[config.mk]
export PLATFORM = sky130hd
export DESIGN_NAME = pwm_carrier_gen
export DESIGN_NICKNAME = d
export VERILOG_FILES = /design/src/rtl/PKG_pwm.sv /design/src/rtl/pwm_prescaler.sv /design/src/rtl/pwm_carrier_gen.sv
export SDC_FILE = /design/constraint.sdc
export NUM_CORES = 1
export LEC_CHECK = 0
export BUFFER_PORTS_ARGS = -buffer_cell sky130_fd_sc_hd__buf_2
export CORE_MARGIN = 5
export CORE_UTILIZATION = 40
export CTS_BUF_LIST = sky130_fd_sc_hd__clkbuf_8
export DETAILED_ROUTE_END_ITERATION = 8
export PLACE_DENSITY = 0.54
export SYNTH_ARGS = -nofsm -noshare
export SYNTH_HDL_FRONTEND = slang
export SYNTH_SLANG_ARGS = --single-unit
[constraint.sdc]
create_clock -name clk -period 13.9 [get_ports clk]
set_clock_uncertainty 0.1 [all_clocks]
set_input_delay 2.78 -clock clk [delete_from_list [all_inputs] [get_ports clk]]
set_output_delay 2.78 -clock clk [all_outputs]
set_load 0.01 [all_outputs]
[src/rtl/PKG_pwm.sv]
`default_nettype none
// ============================================================================
//  Module      : PKG_pwm
//  Description : Shared PWM types: on/off control, carrier mode, shadow-load
//                mask mode and the carrier width macro.
//  Revision    : 1.0  initial release
// ============================================================================
`ifndef PWMCOUNT_WIDTH
`define PWMCOUNT_WIDTH 16
`endif

package PKG_pwm;

    typedef enum logic {
        PWM_OFF = 1'b0,
        PWM_ON  = 1'b1
    } _pwm_onoff;

    typedef enum logic [1:0] {
        CARR_UP     = 2'd0,
        CARR_DOWN   = 2'd1,
        CARR_UPDOWN = 2'd2
    } _carr_mode;

    // bit0 selects the zero event, bit1 selects the period event
    typedef enum logic [1:0] {
        MASK_NONE   = 2'b00,
        MASK_ZERO   = 2'b01,
        MASK_PERIOD = 2'b10,
        MASK_BOTH   = 2'b11
    } _mask_mode;

    // Combine carrier events into the shadow-register load strobe
    function automatic logic mask_hit(input _mask_mode mode,
                                      input logic      zero_hit,
                                      input logic      period_hit);
        return (zero_hit & mode[0]) | (period_hit & mode[1]);
    endfunction

endpackage

`default_nettype wire

[src/rtl/pwm_prescaler.sv]
`default_nettype none
// ============================================================================
//  Module      : pwm_prescaler
//  Description : Clock prescaler. Counts every clk and emits a one-cycle tick
//                when the count equals i_div, then restarts from zero.
//                i_clear holds the count at zero and suppresses the tick.
//  Revision    : 1.0  initial release
// ============================================================================
module pwm_prescaler #(
    parameter int DIV_WIDTH = 8
) (
    input  logic                 clk,
    input  logic                 reset,
    input  logic                 i_clear,
    input  logic [DIV_WIDTH-1:0] i_div,
    output logic                 o_tick
);

    logic [DIV_WIDTH-1:0] r_count;
    logic                 w_hit;

    assign w_hit  = (r_count == i_div);
    assign o_tick = w_hit & ~i_clear;

    // Free-running divide counter, restarted on tick or clear
    always_ff @(posedge clk) begin
        if (reset) begin
            r_count <= '0;
        end else if (i_clear || w_hit) begin
            r_count <= '0;
        end else begin
            r_count <= r_count + DIV_WIDTH'(1);
        end
    end

endmodule

`default_nettype wire

[src/rtl/pwm_carrier_gen.sv]
`default_nettype none
// ============================================================================
//  Module      : pwm_carrier_gen
//  Description : PWM carrier counter (up / down / up-down) with shadowed
//                period, prescaler and single-cycle zero / period / mask
//                update events for the compare shadow registers.
//  Revision    : 1.0  initial release
// ============================================================================
`ifndef PWMCOUNT_WIDTH
`define PWMCOUNT_WIDTH 16
`endif

module pwm_carrier_gen
    import PKG_pwm::*;
#(
    parameter int CNT_WIDTH = `PWMCOUNT_WIDTH,
    parameter int DIV_WIDTH = 8
) (
    input  logic                 clk,
    input  logic                 reset,
    input  _pwm_onoff            pwm_onoff,
    input  _carr_mode            carr_mode,
    input  _mask_mode            mask_mode,
    input  logic [CNT_WIDTH-1:0] period,
    input  logic [CNT_WIDTH-1:0] init_val,
    input  logic [DIV_WIDTH-1:0] clk_div,
    output logic [CNT_WIDTH-1:0] carrier,
    output logic                 dir,
    output logic                 zero_evt,
    output logic                 period_evt,
    output logic                 maskevent
);

    logic [CNT_WIDTH-1:0] r_carrier;
    logic [CNT_WIDTH-1:0] r_ps;
    logic                 r_dir;
    logic                 r_zero_evt;
    logic                 r_period_evt;
    logic                 r_maskevent;

    logic                 w_on;
    logic                 w_tick;
    logic [CNT_WIDTH:0]   w_inc;
    logic [CNT_WIDTH-1:0] w_off_val;
    logic [CNT_WIDTH-1:0] w_next;
    logic                 w_next_dir;
    logic                 w_zero_new;
    logic                 w_period_new;

    assign w_on = (pwm_onoff == PWM_ON);

    pwm_prescaler #(
        .DIV_WIDTH (DIV_WIDTH)
    ) u_prescaler (
        .clk     (clk),
        .reset   (reset),
        .i_clear (~w_on),
        .i_div   (clk_div),
        .o_tick  (w_tick)
    );

    // One extra bit so that incrementing 2^CNT_WIDTH-1 cannot wrap
    assign w_inc     = {1'b0, r_carrier} + (CNT_WIDTH + 1)'(1);
    assign w_off_val = (init_val > period) ? period : init_val;

    // Next carrier value and direction for the coming tick
    always_comb begin
        w_next     = r_carrier;
        w_next_dir = r_dir;
        case (carr_mode)
            CARR_DOWN: begin
                w_next_dir = 1'b0;
                if ((r_carrier == '0) || (r_carrier > r_ps)) begin
                    w_next = r_ps;
                end else begin
                    w_next = r_carrier - CNT_WIDTH'(1);
                end
            end
            CARR_UPDOWN: begin
                if (r_ps == '0) begin
                    // Degenerate period: pinned at zero, always "rising"
                    w_next     = '0;
                    w_next_dir = 1'b1;
                end else if (r_dir) begin
                    if (w_inc >= {1'b0, r_ps}) begin
                        w_next     = r_ps;
                        w_next_dir = 1'b0;
                    end else begin
                        w_next = w_inc[CNT_WIDTH-1:0];
                    end
                end else begin
                    if (r_carrier > r_ps) begin
                        w_next = r_ps;
                    end else if (r_carrier == '0) begin
                        // Only reachable after a mode change; resume rising
                        w_next     = CNT_WIDTH'(1);
                        w_next_dir = 1'b1;
                    end else begin
                        w_next = r_carrier - CNT_WIDTH'(1);
                        if (r_carrier == CNT_WIDTH'(1)) begin
                            w_next_dir = 1'b1;
                        end
                    end
                end
            end
            default: begin
                w_next_dir = 1'b1;
                if (r_carrier >= r_ps) begin
                    w_next = '0;
                end else begin
                    w_next = w_inc[CNT_WIDTH-1:0];
                end
            end
        endcase
    end

    assign w_zero_new   = (w_next == '0);
    assign w_period_new = (w_next == r_ps);

    // Carrier, direction, period shadow and registered event pulses
    always_ff @(posedge clk) begin
        if (reset) begin
            r_carrier    <= '0;
            r_ps         <= '0;
            r_dir        <= 1'b1;
            r_zero_evt   <= 1'b0;
            r_period_evt <= 1'b0;
            r_maskevent  <= 1'b0;
        end else if (!w_on) begin
            r_ps         <= period;
            r_carrier    <= w_off_val;
            r_dir        <= (carr_mode != CARR_DOWN);
            r_zero_evt   <= 1'b0;
            r_period_evt <= 1'b0;
            r_maskevent  <= 1'b0;
        end else if (w_tick) begin
            r_carrier    <= w_next;
            r_dir        <= w_next_dir;
            r_zero_evt   <= w_zero_new;
            r_period_evt <= w_period_new;
            r_maskevent  <= mask_hit(mask_mode, w_zero_new, w_period_new);
            // New period takes effect from the count after the zero crossing
            if (w_zero_new) begin
                r_ps <= period;
            end
        end else begin
            r_zero_evt   <= 1'b0;
            r_period_evt <= 1'b0;
            r_maskevent  <= 1'b0;
        end
    end

    assign carrier    = r_carrier;
    assign dir        = r_dir;
    assign zero_evt   = r_zero_evt;
    assign period_evt = r_period_evt;
    assign maskevent  = r_maskevent;

endmodule

`default_nettype wire

Yosys cells after proc, flatten, opt, wreduce, memory -nomap -nowiden
Cells that the tools add are included.

storage, ports and cells
  bits in registers = 44
  input bits = 47

operators by class
  add/sub/neg operators = 3
  $lt $le $gt $ge = 4
  eq/ne operators = 8
  multiplexer cells = 23
  bitwise logic cells = 6
  reduce and logical (&&, ||, !) cells = 8

operator list
  kind                                                   number
  two-way mux 16 bit                                     13
  logical NOT 16 bit                                     3
  greater-than comparator 16 bit                         2
  case mux 16 bit (2 select lines)                       1
  adder 16 x 1 -> 17 bit, second input constant          1
  >= comparator 17 x 16 -> 1 bit                         1
  == test 16 x 1 -> 1 bit, second input constant         1
  == test 16 bit                                         1
  >= comparator 16 bit                                   1
  subtractor 16 x 1 -> 16 bit, second input constant     1
  adder 8 x 1 -> 8 bit, second input constant            1
  == test 8 bit                                          1
  two-way mux 1 bit                                      8
  inequality test 2 x 1 -> 1 bit, second input constant  3
  AND 1 bit                                              3
  OR reduction 3 bit                                     1
  == test 2 x 1 -> 1 bit, second input constant          1
  == test 2 bit, second input constant                   1
  logical OR 1 bit                                       2
  NOT 1 bit                                              2
  case mux 1 bit (2 select lines)                        1
  AND reduction 2 bit                                    1
  OR reduction 2 bit                                     1
  bitwise OR 1 bit                                       1

Depth between registers and ports, before layout
  depth after elaboration = 10
  gate-level depth with buffers = 19
  mapped depth without buffers = 17

Cells and area by module
A second synthesis with hierarchy kept.

second synthesis, totals
  cells, all modules = 760
  area, all modules = 5,828.1 sq um

modules (own cells, without submodules)
  module           times used  cells an instance  area an instance (sq um)  seq. area each (sq um)
  pwm_carrier_gen  1           713                5,348.9                   720.7
  pwm_prescaler    1           47                 479.2                     160.2

Worst setup path before layout
OpenSTA, ideal clock, no wires.

  path type = input -> register
  start point = input port carr_mode[0]
  end point = register r_ps[10]
  setup time = 0.120 ns
  arrival = 5.249 ns
  required time = 13.680 ns
  setup slack = 8.432 ns
  cell stages on the path = 12
  cells stage by stage = inv_1 ha_1 clkbuf_1 clkinv_1 nand2_1 a211oi_1 a221oi_1 nand4b_1 nor4_4 a31oi_4 buf_6 mux2i_1

on the way
  longest elaborated chain between the ends = 5
  elaborated cells between the ends (all ways) = 6

RTL lines
  what                                                            line                    RTL
  start: declaration                                              pwm_carrier_gen.sv:22   input _carr_mode carr_mode,
  == test 2 bit / == test 2 x 1 -> 1 bit (equally long branches)  pwm_carrier_gen.sv:70   case (carr_mode)
  case mux 16 bit (2 select lines) *                              pwm_carrier_gen.sv:70
  logical NOT 16 bit *                                            pwm_carrier_gen.sv:117  assign w_zero_new = (w_next == '0);
  inequality test 2 x 1 -> 1 bit (no line) *                      -
  AND reduction 2 bit (no line) *                                 -
  end signal: assignment                                          pwm_carrier_gen.sv:130  r_ps <= period;
  end signal: assignment                                          pwm_carrier_gen.sv:144  r_ps <= period;
  end: declaration                                                pwm_carrier_gen.sv:35   logic [CNT_WIDTH-1:0] r_ps;

Mark *: on every way between the ends. The rest lies on a longest branch, timed or not.
A chain may end at the register's enable or synchronous reset.

Worst setup path in the final report
  start point = register r_carrier[0] (netlist: carrier[0])
  end point = register r_ps[3]

on the way
  longest elaborated chain between the ends = 9
  elaborated cells between the ends (all ways) = 18

RTL lines
  what                                                                         line                                          RTL
  start: declaration                                                           pwm_carrier_gen.sv:34                         logic [CNT_WIDTH-1:0] r_carrier;
  start signal: assignment                                                     pwm_carrier_gen.sv:131                        r_carrier <= w_off_val;
  start signal: assignment                                                     pwm_carrier_gen.sv:137                        r_carrier <= w_next;
  adder 16 x 1 -> 17 bit, or another cell as far along                         pwm_carrier_gen.sv:63                         assign w_inc = {1'b0, r_carrier} + (CNT_WIDTH + 1)'(1);
  >= comparator 17 x 16 -> 1 bit / two-way mux 16 bit (equally long branches)  pwm_carrier_gen.sv:85, pwm_carrier_gen.sv:94
  two-way mux 16 bit (on tied branches)                                        pwm_carrier_gen.sv:85, pwm_carrier_gen.sv:92
  two-way mux 16 bit                                                           pwm_carrier_gen.sv:84                         end else if (r_dir) begin
  two-way mux 16 bit                                                           pwm_carrier_gen.sv:80                         if (r_ps == '0) begin
  case mux 16 bit (2 select lines) *                                           pwm_carrier_gen.sv:70
  logical NOT 16 bit *                                                         pwm_carrier_gen.sv:117
  inequality test 2 x 1 -> 1 bit (no line) *                                   -
  AND reduction 2 bit (no line) *                                              -

Marked as above.

==> results.md <==
* RSZ-0062 raised after global routing: no
* Vias after detailed routing at 6450
* Post-Syn Nets at 869
* Initial antenna violation count at 0
* Congestion Overflow GR at 0
* Crit-path cells: buf_4, ha_1, nand3_1, or2_2, nor3_1, xor2_1, ha_1, and4_1, a221o_1, a211oi_1, nand4_1, nor2_1, a2111oi_1, a311o_1, nand4b_1, nor4_4, a31oi_4, mux2i_1
* Final hold vios at 0
* TritonCTS clock tree: built
* Worst slack, placed at 7470 ps
* CTS sink cnt at 44
* Int Power at around 0.00028 W
* Combinational Power Share at 0.533
* Finished Cell Area at roughly 6200 um^2
* GRT Resource Usage Total at 0.296
* DRC at 0
* Maxcap violations at 0
* Number of global-route vias before repair at 6214
* Nets at 907
* CP Data Arrival Time at between 6000 and 7000 ps
* Synth cell types at slightly below 80
* Met3 routed WL at around 1.9 mm
* Largest net degree at the start of global routing at between 50 and 60
* Synth Register Bits at 44
* Setup TNS at 0 ps
* Type of origin of the critical path: flop
* Root buffer cell: clkbuf_8
* Routability cong. at between 1 and 1.5
* Clk pwr share at 0.186
* Htree depth at 2
* Measured slew at the worst slew-check pin at 1100 ps
* Syn Inst Count at 767
* Largest stage delay, worst path at 710 ps
* CP max-delay cell: nand4_1
* Hold WS at 429 ps
* Cell Pwr Density at 87.3 nW/um^2
* Met2 WL at 11.3 mm
* Kind of critical path: flop to flop
* Wl on met1 at 10.3 mm
* Fill cells at roughly 1500
* Hold Crit Class: flop to flop
* Dpl cell area at 6100 um^2
* CTS Hold Buffers Added at 0
* DR WL/cell at 25.3 um
* CTS max path bufs at 2
* Post-DP HPWL at 19.7 mm
* Slew margin rel. at 0.267
* R2R setup slack at between 7000 and 8000 ps
* Main synth FF type: dfxtp_1
* Die extent in y at 129 um
* Initial Utilization at 0.409
* Maximum vdd drop at 0.0872 mV
* Post-CTS setup buffers at 0
* PortBufs at 66
* Worst-path fanout max at 16
* Number of synthesized flops with an enable pin at 0
* WL final at 24.9 mm
* Cell repeated most along the worst path: ha_1
* Die W at 129 um
* Vias per inst at between 6 and 7
* Switching Fraction at 0.479
* Sequential power share at 0.280
* Synthesized area at 5680 um^2
* Routed Antenna Nets at 0
* Async set or reset register ratio after synthesis at 0
* Inserted Clock Buffers at 5
* CP Data Required Time at 13960 ps
* Final core utilization at 0.448
* Status: finished clean
* Row Count at 43
* Die area at 16700 um^2
* Starting DRC count in detailed routing at 725
* Clk_lat worst skew at 300 ps
* Final setup fails at 0
* Family with the most delay on the worst path: simple AND/OR/NAND/NOR gates
* Core ar. at 13900 um^2
* CP bufs+invs at 1
* LEAKAGE at 2.54 nW
* Setup WS post-layout at 7580 ps
* Fin crit share at 0.454
* Worst Setup End Kind: flop
* Fmax at between 0.15 and 0.2 GHz
* Min cycle time layout at approximately 6300 ps
* Diode count at 0
* Max-slew violations at 0
* Register area share after synthesis at 0.155
* Post-CTS sizing at 0
* # IOs at 67
* Share of cells above drive strength 1 at 0.124
* DRT Pass-1 Iters at 6
* First-pass GRT wire length at 37.9 mm
* Average size of a mapped cell at 7.40 um^2
* Area grow syn2layout at 9.54%
* Clk slew on worst S/H paths at 90 ps
* Warnings, synthesis at 0
* Switching pwr at 0.000260 W
* Uppermost layer routed: met4
[cell usage after synthesis (27+ instances only)]
cell | number | area share
a211oi_1 | 34 | 0.045
a21oi_1 | 45 | 0.040
clkbuf_1 | 28 | 0.019
dfxtp_1 | 44 | 0.16
ha_1 | 55 | 0.12
inv_1 | 49 | 0.032
nand2_1 | 47 | 0.031
nand2b_1 | 33 | 0.036
nand3_1 | 31 | 0.027
nor2_1 | 77 | 0.051
o21ai_0 | 27 | 0.024
xnor2_1 | 36 | 0.056
[worst register-to-register path: stages, from the launching register on]
cell and delay, ps:
dfxtp_1 320, buf_4 180, ha_1 200, nand3_1 250
or2_2 400, nor3_1 230, xor2_1 290, ha_1 300
and4_1 190, a221o_1 290, a211oi_1 430, nand4_1 710
nor2_1 510, a2111oi_1 150, a311o_1 440, nand4b_1 250
nor4_4 370, a31oi_4 350, mux2i_1 220
[cell type report]
cell class,count,area (um^2),share of cell area
repair buffers,75,398,0.0640
clock buffers,5,68.8,0.0111
clock inverters,3,47.5,0.00765
multi-input cells,627,4400,0.708
inverters,52,195,0.0314
flip-flops and latches,44,881,0.142
well taps,180,225,0.0362
[flip-flops by register name, indices dropped and copies added, names as in the netlist]
register             count
dir                      1
maskevent                1
carrier                 16
period_evt               1
u_prescaler.r_count      8
r_ps                    16
zero_evt                 1
[worst paths after layout]
path,depth (start not counted),from,endpoint
min reg2reg,1,u_prescaler.r_count[0],u_prescaler.r_count[0]
max,18,carrier[0],r_ps[3]
max reg2reg,18,carrier[0],r_ps[3]
min,1,u_prescaler.r_count[0],u_prescaler.r_count[0]
[kinds of logic after synthesis]
family                     Yosys count  share of synthesized area
AOI/OAI and AO/OA                  211                      0.265
xor gates and xnor gates            51                     0.0787
adders and majority gates           55                      0.121
buffers and inverters               96                     0.0696
DFF                                 44                      0.155
muxes                               27                     0.0480
and+or+nand+nor                    283                      0.262
[metal layers]
metal,vias to the layer above,global-route usage
met2,395,0.477
met4,0,0.149
met1,3059,0.395
li1,2917,-
met3,79,0.0268
met5,-,0
[placed cells by master, fill, tap and decap left out, drive strengths merged, types with 7 or more instances in the layout]
master and instances:
inv 49, nor4 15, xnor2 36, a31oi 10, nand4 22, ha 55, o211ai 10, nor2 78
mux2i 25, a21o 9, a21oi 45, a211oi 34, buf 75, nand3 34, nor2b 7, xor2 15
nor3 21, nand2b 33, o21ai 32, nand2 47, dfxtp 44
[metrics by stage]
step / total power (W) / instances
3_5_place_dp: 0.000433 / 978
6_report: 0.000543 / 986
2_1_floorplan: 0.000340 / 767
5_1_grt: 0.000571 / 986
4_1_cts: 0.000537 / 986
3_3_place_gp: 0.000434 / 978
[power groups by stage]
stage	combinational, W	clock (W)	sequential [W]
3_5_place_dp	0.000279	0	0.000155
5_1_grt	0.000310	0.000109	0.000153
6_report	0.000290	0.000101	0.000152
3_3_place_gp	0.000280	0	0.000154
4_1_cts	0.000280	0.000105	0.000152
2_1_floorplan	0.000194	0	0.000146
Power figures use the tool's default switching activity.
